$ cat src/rtl/d_latch_bank_if.sv
// Host-side bus of the channel bank: write port, history FIFO handshake and overflow flag.
// The host drives through the master modport; the bank implements the slave.
interface d_latch_bank_if #(
   parameter int unsigned WIDTH    = 8,
   parameter int unsigned CHANNELS = 4,
   parameter int unsigned DEPTH    = 4
);
   localparam int unsigned SelW = $clog2(CHANNELS);
   localparam int unsigned CntW = $clog2(DEPTH) + 1;

   logic [WIDTH-1:0]          d;
   logic [SelW-1:0]           sel;
   logic                      en;
   logic [1:0]                mode;
   logic [CHANNELS*WIDTH-1:0] q_all;
   logic                      hist_valid;
   logic [SelW-1:0]           hist_ch;
   logic [WIDTH-1:0]          hist_data;
   logic                      hist_ready;
   logic [CntW-1:0]           hist_count;
   logic                      ovf;
   logic                      ovf_clr;

   modport master (
      output d, sel, en, mode, hist_ready, ovf_clr,
      input  q_all, hist_valid, hist_ch, hist_data, hist_count, ovf
   );

   modport slave (
      input  d, sel, en, mode, hist_ready, ovf_clr,
      output q_all, hist_valid, hist_ch, hist_data, hist_count, ovf
   );
endinterface

$ cat src/rtl/d_latch_bank.sv
// Multi-channel register bank with load/edge/toggle/clear writes; every accepted write is
// logged as {channel, new value} into a small history FIFO with a sticky overflow flag.
module d_latch_bank #(
   parameter int unsigned WIDTH    = 8,
   parameter int unsigned CHANNELS = 4,
   parameter int unsigned DEPTH    = 4
) (
   input logic           clk,
   input logic           rst,
   d_latch_bank_if.slave bus
);
   localparam int unsigned SelW = $clog2(CHANNELS);
   localparam int unsigned PtrW = $clog2(DEPTH);
   localparam int unsigned CntW = PtrW + 1;

   typedef enum logic [1:0] {
      ModeLoad   = 2'b00,
      ModeEdge   = 2'b01,
      ModeToggle = 2'b10,
      ModeClear  = 2'b11
   } mode_e;

   logic [WIDTH-1:0] ch_q       [CHANNELS];
   logic [SelW-1:0]  mem_ch_q   [DEPTH];
   logic [WIDTH-1:0] mem_data_q [DEPTH];
   logic [PtrW-1:0]  wr_ptr_q, rd_ptr_q;
   logic [CntW-1:0]  count_q, count_d;
   logic             en_d_q;
   logic             ovf_q, ovf_d;
   logic             accept, push, pop, full, valid;
   logic [WIDTH-1:0] new_val;
   mode_e            mode;

   always_comb begin
      mode    = mode_e'(bus.mode);
      accept  = bus.en;
      new_val = bus.d;
      case (mode)
         ModeLoad:   ;
         ModeEdge:   accept = bus.en & ~en_d_q;
         ModeToggle: new_val = ch_q[bus.sel] ^ bus.d;
         ModeClear:  new_val = '0;
         default:    ;
      endcase

      valid = (count_q != '0);
      full  = (count_q == CntW'(DEPTH));
      pop   = valid & bus.hist_ready;
      // A full FIFO still takes the push when the head leaves in the same cycle.
      push  = accept & (~full | pop);
      ovf_d = (ovf_q & ~bus.ovf_clr) | (accept & full & ~pop);

      count_d = count_q;
      if (push && !pop) begin
         count_d = count_q + 1'b1;
      end else if (pop && !push) begin
         count_d = count_q - 1'b1;
      end
   end

   for (genvar i = 0; i < CHANNELS; i++) begin : g_q
      assign bus.q_all[i*WIDTH +: WIDTH] = ch_q[i];
   end

   assign bus.hist_valid = valid;
   assign bus.hist_ch    = valid ? mem_ch_q[rd_ptr_q]   : '0;
   assign bus.hist_data  = valid ? mem_data_q[rd_ptr_q] : '0;
   assign bus.hist_count = count_q;
   assign bus.ovf        = ovf_q;

   always_ff @(posedge clk or posedge rst) begin
      if (rst) begin
         en_d_q   <= 1'b0;
         ovf_q    <= 1'b0;
         count_q  <= '0;
         wr_ptr_q <= '0;
         rd_ptr_q <= '0;
         for (int i = 0; i < CHANNELS; i++) begin
            ch_q[i] <= '0;
         end
         for (int i = 0; i < DEPTH; i++) begin
            mem_ch_q[i]   <= '0;
            mem_data_q[i] <= '0;
         end
      end else begin
         en_d_q  <= bus.en;
         ovf_q   <= ovf_d;
         count_q <= count_d;
         if (accept) begin
            ch_q[bus.sel] <= new_val;
         end
         if (push) begin
            mem_ch_q[wr_ptr_q]   <= bus.sel;
            mem_data_q[wr_ptr_q] <= new_val;
            wr_ptr_q             <= wr_ptr_q + 1'b1;
         end
         if (pop) begin
            rd_ptr_q <= rd_ptr_q + 1'b1;
         end
      end
   end
endmodule

$ cat src/flat_wrapper.sv
// flat-port wrapper written by rule: the top's interface ports become plain ports
module d_latch_bank_flat 
#(
   parameter int unsigned WIDTH    = 8,
   parameter int unsigned CHANNELS = 4,
   parameter int unsigned DEPTH    = 4
)
  (clk, rst, bus_d, bus_sel, bus_en, bus_mode, bus_hist_ready, bus_ovf_clr, bus_q_all, bus_hist_valid, bus_hist_ch, bus_hist_data, bus_hist_count, bus_ovf);
  d_latch_bank_if #(.WIDTH(WIDTH), .CHANNELS(CHANNELS), .DEPTH(DEPTH)) bus_i ();
  input logic clk;
  input logic rst;
  input wire logic [$bits(bus_i.d)-1:0] bus_d;
  input wire logic [$bits(bus_i.sel)-1:0] bus_sel;
  input wire logic [$bits(bus_i.en)-1:0] bus_en;
  input wire logic [$bits(bus_i.mode)-1:0] bus_mode;
  input wire logic [$bits(bus_i.hist_ready)-1:0] bus_hist_ready;
  input wire logic [$bits(bus_i.ovf_clr)-1:0] bus_ovf_clr;
  output wire logic [$bits(bus_i.q_all)-1:0] bus_q_all;
  output wire logic [$bits(bus_i.hist_valid)-1:0] bus_hist_valid;
  output wire logic [$bits(bus_i.hist_ch)-1:0] bus_hist_ch;
  output wire logic [$bits(bus_i.hist_data)-1:0] bus_hist_data;
  output wire logic [$bits(bus_i.hist_count)-1:0] bus_hist_count;
  output wire logic [$bits(bus_i.ovf)-1:0] bus_ovf;
  assign bus_i.d = bus_d;
  assign bus_i.sel = bus_sel;
  assign bus_i.en = bus_en;
  assign bus_i.mode = bus_mode;
  assign bus_i.hist_ready = bus_hist_ready;
  assign bus_i.ovf_clr = bus_ovf_clr;
  assign bus_q_all = bus_i.q_all;
  assign bus_hist_valid = bus_i.hist_valid;
  assign bus_hist_ch = bus_i.hist_ch;
  assign bus_hist_data = bus_i.hist_data;
  assign bus_hist_count = bus_i.hist_count;
  assign bus_ovf = bus_i.ovf;
  d_latch_bank #(.WIDTH(WIDTH), .CHANNELS(CHANNELS), .DEPTH(DEPTH)) u_core (.clk(clk), .rst(rst), .bus(bus_i));
endmodule
$ cat config.mk
export PLATFORM = sky130hd
export DESIGN_NAME = d_latch_bank_flat
export DESIGN_NICKNAME = d
export VERILOG_FILES = /design/src/rtl/d_latch_bank_if.sv /design/src/rtl/d_latch_bank.sv /design/src/flat_wrapper.sv
export SDC_FILE = /design/constraint.sdc
export NUM_CORES = 1
export LEC_CHECK = 0
export CAP_MARGIN = 20
export CORE_AREA = 4 4 94 96
export CTS_BUF_LIST = sky130_fd_sc_hd__clkbuf_4 sky130_fd_sc_hd__clkbuf_8
export DETAILED_ROUTE_END_ITERATION = 16
export DIE_AREA = 0 0 98 100
export GPL_ROUTABILITY_DRIVEN = 1
export PLACE_DENSITY = 0.82
export RECOVER_POWER = 25
export SLEW_MARGIN = 20
export SYNTH_ARGS = -nofsm -noshare
export SYNTH_HDL_FRONTEND = slang
export SYNTH_SLANG_ARGS = --single-unit
export TNS_END_PERCENT = 100
$ cat constraint.sdc
create_clock -name clk -period 3.2 [get_ports clk]
set_clock_uncertainty 0.2 [all_clocks]
set_input_delay 0.64 -clock clk [delete_from_list [all_inputs] [get_ports clk]]
set_output_delay 0.64 -clock clk [all_outputs]
set_load 0.05 [all_outputs]
Yosys cells after proc, flatten, opt, wreduce, memory -nomap -nowiden
Index checks and enable logic that the tools add are counted.
{"block": "classes", "addsub": 4, "order_cmp": 5, "eq_ne": 4, "muxes": 24, "bitwise_logic": 16, "n_reduce_logical": 8}
{"operator": "$bwmux 32", "n": 2}
{"operator": "$mux 8", "n": 7}
{"operator": "$bmux 8 s2", "n": 2}
{"operator": "$demux 8 s2", "n": 2}
{"operator": "$pmux 8 s2", "n": 1}
{"operator": "$ge 3x3->1 const B", "n": 3}
{"operator": "$not 2->3", "n": 3}
{"operator": "$bwmux 8", "n": 1}
{"operator": "$mux 2", "n": 4}
{"operator": "$xor 8x8->8", "n": 1}
{"operator": "$and 1x1->1", "n": 6}
{"operator": "$lt 3x1->1 const B", "n": 2}
{"operator": "$mux 3", "n": 2}
{"operator": "$add 2x1->2 const B", "n": 2}
{"operator": "$bmux 2 s2", "n": 1}
{"operator": "$demux 2 s2", "n": 1}
{"operator": "$eq 2x2->1 const B", "n": 2}
{"operator": "$logic_and 1x1->1", "n": 4}
{"operator": "$not 1->1", "n": 4}
{"operator": "$add 3x1->3 const B", "n": 1}
{"operator": "$eq 3x3->1 const B", "n": 1}
{"operator": "$reduce_bool 3->1", "n": 1}
{"operator": "$sub 3x1->3 const B", "n": 1}
{"operator": "$eq 2x1->1 const B", "n": 1}
{"operator": "other kinds (4)", "n": 6}
{"block": "totals", "register_bits": 81, "output_inout_bits": 47, "word_cells": 78}

Depth between registers and ports, before layout
{"block": "depth", "word_depth": 8, "depth_mapped": 9}

Least setup slack after synthesis
OpenSTA, ideal clock, no wires.
{"block": "synth_timing", "path_type": "register -> output", "startpoint": "register u_core.count_q[0], in the netlist u_core.bus.hist_count[0]", "endpoint": "output bus_hist_ch[0]", "arrival_time_ps": 2028, "slack_ps": 332, "path_stages_with_launch": 4, "path_buffers": 1, "path_cell_list": "dfrtp_1 > or3_1 > clkbuf_1 > and2_1"}
{"block": "synth_between", "elab_chain_cells": 2}
{"item": "from (decl)", "line_no": "d_latch_bank.sv:27", "source": "logic [CntW-1:0] count_q, count_d;"}
{"item": "from (signal assigned)", "line_no": "d_latch_bank.sv:88", "source": "count_q <= count_d;"}
{"item": "$reduce_bool 3->1", "line_no": "d_latch_bank.sv:46", "source": "valid = (count_q != '0);"}
{"item": "via bus_hist_valid", "line_no": "flat_wrapper.sv:19", "source": "output wire logic [$bits(bus_i.hist_valid)-1:0] bus_hist_valid;"}
{"item": "$mux 2", "line_no": "d_latch_bank.sv:66", "source": "assign bus.hist_ch = valid ? mem_ch_q[rd_ptr_q] : '0;"}
{"item": "to (decl)", "line_no": "flat_wrapper.sv:20", "source": "output wire logic [$bits(bus_i.hist_ch)-1:0] bus_hist_ch;"}
The timed path passes the listed nets, and every way through them passes these cells.

Worst setup path in the final report
{"block": "layout_timing", "startpoint": "register u_core.rd_ptr_q[0]", "endpoint": "output bus_hist_data[3]"}
{"block": "layout_between", "elab_chain_cells": 5}
{"item": "from (decl)", "line_no": "d_latch_bank.sv:26", "source": "logic [PtrW-1:0] wr_ptr_q, rd_ptr_q;"}
{"item": "from (signal assigned)", "line_no": "d_latch_bank.sv:98", "source": "rd_ptr_q <= rd_ptr_q + 1'b1;"}
{"item": "$not 2->3 (implied by the code)", "line_no": "d_latch_bank.sv:67", "source": "assign bus.hist_data = valid ? mem_data_q[rd_ptr_q] : '0;"}
{"item": "$bmux 8 s2", "line_no": "d_latch_bank.sv:67"}
{"item": "$mux 8 (implied by the code) (2 in a row)", "line_no": "d_latch_bank.sv:67"}
{"item": "$mux 8", "line_no": "d_latch_bank.sv:67"}
{"item": "to (decl)", "line_no": "flat_wrapper.sv:21", "source": "output wire logic [$bits(bus_i.hist_data)-1:0] bus_hist_data;"}
No other way between the ends. The select of a mux whose other input is x is not followed.

==> impl_results.md <==
* Final HPWL DP at 7730 um
* # placed instances at 501
* Cell taking the most area after synthesis: dfrtp_1
* Final Max Tran Viols at 41
* Number of antenna violations at the first check in global routing at 0
* GRT met2 Usage at 41.5%
* Ant. Diodes at 0
* DRC errors left at 0
* WP data required at 2360 ps
* Setup TNS at 0 ps
* Initial Util at 54.1%
* #FFs+latches synth at 81
* Measured slew at the worst slew-check pin at 1750 ps
* Fin crit share at 91.3%
* Final ANT Viol Nets at 0
* # hold bufs at CTS at 0
* Number of max-cap violations at 1
* Yosys top cell area share at 46.6%
* Commonest cells after routing, fill and taps aside: 96 x a31oi_1, 81 x dfrtp_1, 51 x clkdlybuf4s50_1, 32 x a41oi_1, 23 x buf_4
* Via count at 3631
* Gp weighted congestion at 0.838
* Post-Syn Area at 4350 um2
* Met3 Use GR at 4.24%
* Area Overhead vs Synth at 18.5%
* Final wirelength at 12300 um
* Synth cell types at 32
* PwrDens at 1040 nW/um2
* Fin crit period at 2920 ps
* Via density at 7.02
* CP Capture Type: output port
* Chip Height at 100 um
* First DRT Iteration DRCs at 432
* # IOs at 64
* Max-Slew Margin vs Limit at -17.1%
* TritonCTS clock tree: done
* Post-synthesis cell count at 369
* WL/cell at 23.7 um
* Seq/Total Area, Yosys at 46.6%
* Vias in the first global route at 3644
* TritonRoute pass-1 iters at 6
* Setup Viol. Count Final at 0
* Crit path max fanout at 7
* # nets final at 430
* Mean Syn Cell Area at 11.8 um2
* CTS buffer count at 9
* Outcome: finished with violations
* Syn nets at 392
* Startpoint Class: flop
* CTS H-Tree Depth at 3
* Total GRT Usage at 25.6%
* Crit Path Category: flop to output port
* Largest net degree at the start of global routing at 75
* Placeable Area at 8050 um2
* Rows at 33
* CTS clk-pin slew, worst paths at 80 ps
* PostCTS Resize Cnt at 0
* Clock buffer depth at 2
* Total grt overflow at 0
* Gr busiest metal: met2
* Commonest non-fill, non-tap cell in the layout: a31oi_1
* Top post-synthesis cells by area: dfrtp_1 47%, a31oi_1 14%, mux4_2 9.3%
* YS warnings at 0
* Non-filler instance count after layout at 517
* Worst skew pair latency at 360 ps
* Post CTS Setup Buffer Count at 0
* P_leak at 1.95 nW
* First-pass GRT wire length at 19800 um
* CTS sink cnt at 81
* RSZ-0062 raised after global routing: no
* Hold Crit Class: flop to flop
* WP data arrival at 2080 ps
* # port buffers at 63
* Layout cells sized above 1 at 19.7%
* FMAX at 0.342 GHz
* Failing checks: capacitance limit, slew limit
* Final hold vios at 0
* Die Area at 9800 um2
* VDD IR max at 0.359 mV
* Root Buffer: clkbuf_8
* Global-route track usage on met1 at 34.4%
* Die W at 98 um
registers in the layout, indices dropped and copies added, names as in the netlist:
register	count
u_core.rd_ptr_q	2
u_core.mem_ch_q	8
u_core.mem_data_q	32
u_core.bus.hist_count	3
u_core.en_d_q	1
u_core.wr_ptr_q	2
u_core.bus.ovf	1
u_core.bus.q_all	32
power breakdown:
part / switching, mW / leakage, nW / internal, mW
combinational: 1.72 / 0.941 / 1.17
sequential: 0.321 / 0.923 / 1.42
clock: 0.385 / 0.0880 / 0.332
routing by layer:
layer / vias up / wire length [um] / share of wire, %
met2: 230 / 6180 / 50
met4: 0 / 305 / 2.5
met5: - / 0 / 0
li1: 1540 / - / -
met1: 1826 / 4760 / 39
met3: 35 / 1010 / 8.2
path summary, 6_finish.rpt:
kind	from	endpoint	slack, ps	depth (start not counted)
min	u_core.mem_ch_q[5]	u_core.mem_ch_q[5]	300	1
min in group asynchronous	rst	u_core.mem_ch_q[3]	960	2
max	u_core.rd_ptr_q[0]	bus_hist_data[3]	280	4
min reg2reg	u_core.mem_ch_q[5]	u_core.mem_ch_q[5]	300	1
max reg2reg	u_core.bus.hist_count[0]	u_core.bus.hist_count[1]	690	6
max in group asynchronous	rst	u_core.bus.q_all[5]	460	3
synthesized netlist by cell type:
master	number
ha_1	5
mux2_1	3
clkbuf_1	22
buf_2	10
fa_1	1
and4_1	1
nor2b_1	10
dfrtp_1	81
nand3_1	1
buf_6	5
mux4_2	18
nor2_1	2
inv_1	5
nor3b_1	8
mux2_4	6
mux2i_2	5
mux2i_4	3
and4_4	3
or3_1	1
nand3b_1	1
a41oi_1	32
a31oi_1	96
o22ai_1	1
mux2_2	1
or4b_4	1
and2_1	11
xnor2_1	4
and3_1	5
nand2b_1	8
nand2_1	2
xor2_1	2
buf_1	15
metrics by stage:
| stage | power [mW] | util (%) | hold slack [ps] | setup slack (ps) | instance area (um2) |
|---|---|---|---|---|---|
| final | 5.35 | 64.1 | 305 | 277 | 5160 |
| after global routing | 5.63 | 64.1 | 334 | 110 | 5160 |
| after CTS | 5.35 | 64.2 | 301 | 273 | 5170 |
| after detailed placement | 4.64 | 61.9 | 283 | 89.9 | 4990 |
| after global placement | 4.56 | 61.9 | 263 | 126 | 4990 |
| after floorplan | 3.81 | - | 253 | 280 | 4350 |
layout make-up:
cell class / count / area, um2
Inverter: 5 / 20.0
Multi-Input combinational cell: 231 / 2060
Fill cell: 638 / 2890
Tap cell: 105 / 131
Clock buffer: 12 / 159
Clock inverter: 4 / 27.5
Sequential cell: 81 / 2030
Timing Repair Buffer: 79 / 731
cells by family after synthesis:
kind of cell               after synthesis  synth area share [%]
buffers and inverters                   57                  6.06
adders and majority gates                6                  1.90
AOI/OAI and AO/OA                      129                  20.4
DFF                                     81                  46.6
and+or+nand+nor                         54                  8.34
xor gates and xnor gates                 6                  1.21
muxes                                   36                  15.6
worst max-delay path, stage by stage (launching register included):
cell,delay [ps]
dfrtp_1,550
buf_4,270
mux4_2,530
and2_1,180
buf_4,190
(Power assumes the default switching activity.)
